==> src/rtl/core_pkg.sv <==
// Shared definitions for the core control sequencer: state encoding,
// datapath width and the decoder class-flag bundle.
package core_pkg;

   localparam int XLEN = 32;

   localparam logic [2:0] ST_FETCH  = 3'd0;
   localparam logic [2:0] ST_DECODE = 3'd1;
   localparam logic [2:0] ST_EXEC   = 3'd2;
   localparam logic [2:0] ST_MEM    = 3'd3;
   localparam logic [2:0] ST_WB     = 3'd4;
   localparam logic [2:0] ST_IDLE   = 3'd5;
   localparam logic [2:0] ST_FAULT  = 3'd7;

   typedef enum logic [2:0] {
      FETCH  = ST_FETCH,
      DECODE = ST_DECODE,
      EXEC   = ST_EXEC,
      MEM    = ST_MEM,
      WB     = ST_WB,
      IDLE   = ST_IDLE,
      FAULT  = ST_FAULT
   } state_e;

   typedef struct packed {
      logic load;
      logic store;
      logic branch;
      logic jump;
      logic alu;
   } iclass_t;

   // Classes that produce a register-file result at writeback.
   function automatic logic writes_rf(input iclass_t c);
      return c.alu | c.jump | c.load;
   endfunction

endpackage

==> src/rtl/bus_timer.sv <==
// Bus-wait watchdog: a down-counter reloaded on clear, decremented while the
// bus is stalled, flagging expiry at terminal count zero.
module bus_timer
   import core_pkg::*;
#(
   parameter int unsigned MEM_TIMEOUT = 16
) (
   input  logic clk_i,
   input  logic rst_n_i,
   input  logic clear_i,
   input  logic enable_i,
   output logic expired_o
);

   localparam int unsigned CW = 16;
   localparam logic [CW-1:0] LOAD_VAL = CW'(MEM_TIMEOUT);

   logic [CW-1:0] cnt_q;
   logic [CW-1:0] cnt_d;

   always_comb begin
      cnt_d = cnt_q;
      if (clear_i) begin
         cnt_d = LOAD_VAL;
      end else if (enable_i && (cnt_q != '0)) begin
         cnt_d = cnt_q - 16'd1;
      end
   end

   always_ff @(posedge clk_i or negedge rst_n_i) begin
      if (!rst_n_i) begin
         cnt_q <= LOAD_VAL;
      end else begin
         cnt_q <= cnt_d;
      end
   end

   assign expired_o = (cnt_q == '0);

endmodule

==> src/rtl/core_ctrl.sv <==
// Multi-cycle control sequencer: steps each instruction through fetch, decode,
// execute, memory and writeback; owns PC, instruction register and instret.
//
// state  | meaning
// FETCH  | imem request outstanding, waiting for imem_ack
// DECODE | register operands read, class flags checked for legality
// EXEC   | execute stage registers its result, pick MEM or WB
// MEM    | dmem request outstanding, waiting for dmem_ack
// WB     | rf write strobe, pc/instret update, halt sampled
// IDLE   | parked on halt, no requests
// FAULT  | terminal until reset
module core_ctrl
   import core_pkg::*;
#(
   parameter logic [XLEN-1:0] RESET_PC    = '0,
   parameter int unsigned     MEM_TIMEOUT = 16
) (
   input  logic            clk_i,
   input  logic            rst_n_i,
   input  logic            halt_i,
   output logic            imem_req_o,
   output logic [XLEN-1:0] imem_addr_o,
   input  logic            imem_ack_i,
   input  logic [XLEN-1:0] imem_rdata_i,
   output logic [XLEN-1:0] instr_o,
   input  logic            is_load_i,
   input  logic            is_store_i,
   input  logic            is_branch_i,
   input  logic            is_jump_i,
   input  logic            is_alu_i,
   input  logic [XLEN-1:0] next_pc_i,
   output logic            dmem_req_o,
   output logic            dmem_we_o,
   input  logic            dmem_ack_i,
   output logic            rf_we_o,
   output logic [XLEN-1:0] pc_o,
   output logic [2:0]      state_o,
   output logic            halted_o,
   output logic            fault_o,
   output logic [XLEN-1:0] instret_o
);

   iclass_t         flags;
   logic [2:0]      state_q, state_d;
   logic [XLEN-1:0] pc_q, pc_d;
   logic [XLEN-1:0] instr_q, instr_d;
   logic [XLEN-1:0] instret_q, instret_d;
   logic            fault_q;
   logic            run_q;
   logic            st_q, st_d;
   logic            wr_q, wr_d;
   logic            in_wait;
   logic            cur_ack;
   logic            expired;

   assign flags = {is_load_i, is_store_i, is_branch_i, is_jump_i, is_alu_i};

   // run_q keeps the reset-state FETCH from requesting until the first edge
   // after reset release.
   assign in_wait = run_q && ((state_q == ST_FETCH) || (state_q == ST_MEM));
   assign cur_ack = (state_q == ST_MEM) ? dmem_ack_i : imem_ack_i;

   bus_timer #(
      .MEM_TIMEOUT(MEM_TIMEOUT)
   ) u_bus_timer (
      .clk_i    (clk_i),
      .rst_n_i  (rst_n_i),
      .clear_i  (!in_wait),
      .enable_i (in_wait && !cur_ack),
      .expired_o(expired)
   );

   always_comb begin
      state_d   = state_q;
      pc_d      = pc_q;
      instr_d   = instr_q;
      instret_d = instret_q;
      st_d      = st_q;
      wr_d      = wr_q;
      case (state_q)
         ST_FETCH: begin
            if (run_q) begin
               if (imem_ack_i) begin
                  instr_d = imem_rdata_i;
                  state_d = ST_DECODE;
               end else if (expired) begin
                  state_d = ST_FAULT;
               end
            end
         end
         ST_DECODE: begin
            st_d    = flags.store;
            wr_d    = writes_rf(flags);
            state_d = (flags == '0) ? ST_FAULT : ST_EXEC;
         end
         ST_EXEC: begin
            st_d    = flags.store;
            wr_d    = writes_rf(flags);
            state_d = (flags.load || flags.store) ? ST_MEM : ST_WB;
         end
         ST_MEM: begin
            if (dmem_ack_i) begin
               state_d = ST_WB;
            end else if (expired) begin
               state_d = ST_FAULT;
            end
         end
         ST_WB: begin
            pc_d      = next_pc_i;
            instret_d = instret_q + XLEN'(1);
            if (next_pc_i[1:0] != 2'b00) begin
               state_d = ST_FAULT;
            end else if (halt_i) begin
               state_d = ST_IDLE;
            end else begin
               state_d = ST_FETCH;
            end
         end
         ST_IDLE: begin
            if (!halt_i) begin
               state_d = ST_FETCH;
            end
         end
         ST_FAULT: begin
            state_d = ST_FAULT;
         end
         default: begin
            state_d = ST_FAULT;
         end
      endcase
   end

   always_ff @(posedge clk_i or negedge rst_n_i) begin
      if (!rst_n_i) begin
         state_q   <= ST_FETCH;
         pc_q      <= RESET_PC;
         instr_q   <= '0;
         instret_q <= '0;
         fault_q   <= 1'b0;
         run_q     <= 1'b0;
         st_q      <= 1'b0;
         wr_q      <= 1'b0;
      end else begin
         state_q   <= state_d;
         pc_q      <= pc_d;
         instr_q   <= instr_d;
         instret_q <= instret_d;
         fault_q   <= fault_q | (state_d == ST_FAULT);
         run_q     <= 1'b1;
         st_q      <= st_d;
         wr_q      <= wr_d;
      end
   end

   assign imem_req_o  = run_q && (state_q == ST_FETCH);
   assign imem_addr_o = pc_q;
   assign dmem_req_o  = (state_q == ST_MEM);
   assign dmem_we_o   = (state_q == ST_MEM) && st_q;
   assign rf_we_o     = (state_q == ST_WB) && wr_q;
   assign instr_o     = instr_q;
   assign pc_o        = pc_q;
   assign state_o     = state_q;
   assign halted_o    = (state_q == ST_IDLE);
   assign fault_o     = fault_q;
   assign instret_o   = instret_q;

endmodule
==> config.mk <==
export PLATFORM = sky130hd
export DESIGN_NAME = core_ctrl
export DESIGN_NICKNAME = d
export VERILOG_FILES = /design/src/rtl/core_pkg.sv /design/src/rtl/bus_timer.sv /design/src/rtl/core_ctrl.sv
export SDC_FILE = /design/constraint.sdc
export NUM_CORES = 1
export LEC_CHECK = 0
export CORE_AREA = 10 10 136 138
export CTS_CLUSTER_SIZE = 25
export DETAILED_ROUTE_END_ITERATION = 8
export DIE_AREA = 0 0 146 148
export PLACE_DENSITY = 0.64
export SYNTH_ARGS = -nofsm -noshare
export SYNTH_HDL_FRONTEND = slang
export SYNTH_SLANG_ARGS = --single-unit
export TNS_END_PERCENT = 1
==> constraint.sdc <==
create_clock -name clk_i -period 2.8 [get_ports clk_i]
set_input_delay 0.56 -clock clk_i [delete_from_list [all_inputs] [get_ports clk_i]]
set_output_delay 0.56 -clock clk_i [all_outputs]
set_load 0.005 [all_outputs]
==> summary.txt, run 1 <==
GRT
  • Initial antenna violation count: 0
  • Global route total overflow: 0
  • Largest net degree at the start of global routing: 53
  • Number of global-route vias before repair: 4293
  • Global-route usage over all layers: 0.135
  • First-pass GRT wire length: 23500 um

Critical path
  • RR Endpoint: instret_o[26]
  • Startpoint class of the critical path: flop
  • WP data required: 2.24 ns
  • Worst Path Arrival: 2.05 ns
  • Crit Path Category: reg2out
  • Worst Setup EP: rf_we_o
  • Worst R2R Path Depth: 5
  • R2R setup slack: 0.39 ns
  • Critical path capture point type: output pin
  • FF-to-FF Start: state_o[2]
  • CP Max Fanout: 13
  • Start point of the critical path: state_o[2]

Synthesis
  • Synth Flop Type: dfrtp_1
  • Post-synth EDFFs: 0
  • Syn Inst Count: 439
  • Ys Warns: 0
  • Syn nets: 515
  • Mapped Avg Cell Area: 12.3 um^2
  • Register area share after synthesis: 0.551
  • Mapped Area: 5400 um^2
  • Ys async rst share: 1.00
  • Unique masters post-synth: 56
  • Seq cells post-synth: 119

Finish
  • Fraction of layout cells with a size suffix above 1: 0.176
  • Area delta synth->final: 51.5%
  • Commonest non-fill, non-tap cell in the layout: clkdlybuf4s50_1
  • Antenna Cells: 0
  • FILL cells: 1392
  • Most frequent cells in the layout: 209 x clkdlybuf4s50_1, 118 x dfrtp_1, 60 x mux2_2
  • Final Non-Filler Cells: 863
  • Fin nets: 710
  • Post-route cell area: 8180 um^2

Drt
  • Met2 wire len: 6710 um
  • DRC: 0
  • Routed wire length: 14700 um
  • Post-DRT Antenna Nets: 0
  • M1 WL: 5970 um
  • Max layer used: met4
  • Met3 WL: 1900 um
  • 1st-iter DRT viols: 151
  • Routed via count: 4044
  • Via-to-Cell Ratio: 4.69
  • Drt first pass iters: 4
  • Routed wire length per instance: 17.1 um

Clock network
  • Clk buf depth: 2
  • Setup Fix Bufs, Post-CTS: 0
  • CTS Sinks: 119
  • CTS Buf Count: 17
  • Latest clock arrival within the worst-skew pair: 0.41 ns
  • H-tree levels: 4
  • Worst-path clk slew: 0.05 ns
  • CTS Root Cell: clkbuf_16
  • Hold Buf Count CTS: 0
  • CTS tree: yes
  • Resize count post-CTS: 0

Pwr
  • Total design power: 7590 uW
  • Power per cell area: 928 nW/um^2
  • Pleak: 0.00351 uW
  • VDD IR max: 0.550 mV

STA
  • Max Slew Vio Count: 0
  • Hold WS: 0.101 ns
  • Slew @ Worst Pin: 0.669 ns
  • Final period util: 0.932
  • Final hold viol count: 0
  • Clock Skews: 0.00699 ns
  • Final setup fails: 0
  • Slew HR: 0.550
  • RSZ-0062 raised after global routing: no
  • Fmax: 383 MHz
  • Final min period: 2.61 ns
  • Fin Setup TNS: 0 ns

Place
  • Cell count after placement: 831
  • HPWL after detailed placement: 11300 um
  • IO Port Bufs: 210
  • Gp weighted congestion: 0.813
  • Post-DP Area: 7570 um^2

Die
  • Initial Util: 0.344
  • Core Rows: 46
  • Die width: 146 um
  • Io pins: 211
  • Die area: 21600 um^2
  • Core Box Area: 15700 um^2
  • Die H: 148 um

Job
  • Max cap viols: 0

Run status
  • Outcome: complete, no violations

Hold path
  • Min-delay worst type: in2async
[area by class of cell]
class | count | area [um^2] | area share
well taps | 216 | 270 | 0.0330
clock buffers | 22 | 464 | 0.0567
multi-input cells | 268 | 2100 | 0.257
flip-flops and latches | 119 | 2980 | 0.364
inverters | 8 | 30.0 | 0.00367
clock inverters | 10 | 150 | 0.0183
repair buffers | 220 | 2190 | 0.267
[flip-flops by register name (all words and copies together), names as in the netlist]
register,count
fault_o,1
instr_o,32
instret_o,32
wr_q,1
state_o,3
u_bus_timer.cnt_q,16
st_q,1
run_q,1
imem_addr_o,32
[routing by layer]
metal  vias up  GRT usage
met1      1965      0.149
met3        13     0.0897
met2       173      0.212
met4         0     0.0365
met5         -          0
li1       1893          -
[cell usage after synthesis, types with 3 or more instances]
library cell	n	area [um^2]
dfrtp_1	118	2950
mux2_2	60	676
buf_4	32	240
nor2_1	25	93.8
xor2_1	23	201
nand2_1	22	82.6
xnor2_1	19	166
nand3_1	13	65.1
nand4_1	11	68.8
inv_1	8	30.0
a21oi_1	7	35.0
mux2_1	7	78.8
nor3_1	7	35.0
and3_1	5	31.3
clkbuf_1	5	18.8
nand2b_1	5	31.3
nor2b_1	5	31.3
nor4_1	5	31.3
or3_1	5	31.3
buf_1	3	11.3
buf_2	3	15.0
or4_1	3	22.5
[metrics by stage]
step	setup slack [ns]	utilization
after floorplan	0.608	-
after global placement	0.464	0.482
after detailed placement	0.381	0.482
after CTS	0.125	0.521
after global routing	0.0333	0.521
final	0.189	0.521
[worst max-delay path, cell delays in order (launching register included)]
cell and delay (ns):
dfrtp_1 0.60, inv_1 0.19, nor3_4 0.14, and2_1 0.15
clkdlybuf4s50_1 0.57
[worst min path at each step]
| stage | from | end | slack (ns) | cells past startpoint |
|---|---|---|---|---|
| after floorplan | rst_n_i | fault_o | 0.26 | 0 |
| after global placement | instret_o[31] | instret_o[31] | 0.46 | 1 |
| after detailed placement | instret_o[31] | instret_o[31] | 0.47 | 1 |
| after CTS | rst_n_i | instr_o[7] | 0.10 | 1 |
| after global routing | rst_n_i | instr_o[30] | 0.12 | 1 |
| final | rst_n_i | instr_o[30] | 0.10 | 1 |
[cell families (layout without fill, tap and decap cells)]
logic type | after synthesis | in the layout | synth area share
compound gates | 27 | 27 | 0.0359
xor+xnor | 44 | 44 | 0.0741
simple gates | 127 | 127 | 0.133
flops | 119 | 119 | 0.551
buf+inv | 52 | 260 | 0.0604
mux | 67 | 67 | 0.140
fa+ha+maj | 2 | 2 | 0.00463
other cells | 1 | 1 | 0.000694
[power breakdown]
part / switching (uW) / internal [uW] / total (uW) / leakage, uW
sequential: 356 / 2220 / 2580 / 0.00156
combinational: 943 / 1810 / 2750 / 0.00165
clock: 742 / 1530 / 2270 / 0.000307
total: 2040 / 5550 / 7590 / 0.00351
Power figures use the tool's default switching activity.
==> inputs of run 2 (changes only) <==
--- a/config.mk
+++ b/config.mk
@@ -9,6 +9,7 @@
 export CTS_CLUSTER_SIZE = 25
 export DETAILED_ROUTE_END_ITERATION = 8
 export DIE_AREA = 0 0 146 148
+export HOLD_SLACK_MARGIN = 0.05
 export PLACE_DENSITY = 0.64
 export SYNTH_ARGS = -nofsm -noshare
 export SYNTH_HDL_FRONTEND = slang
==> results of run 2 <==
Final layout, timing and power as in run 1 (identical DEF).
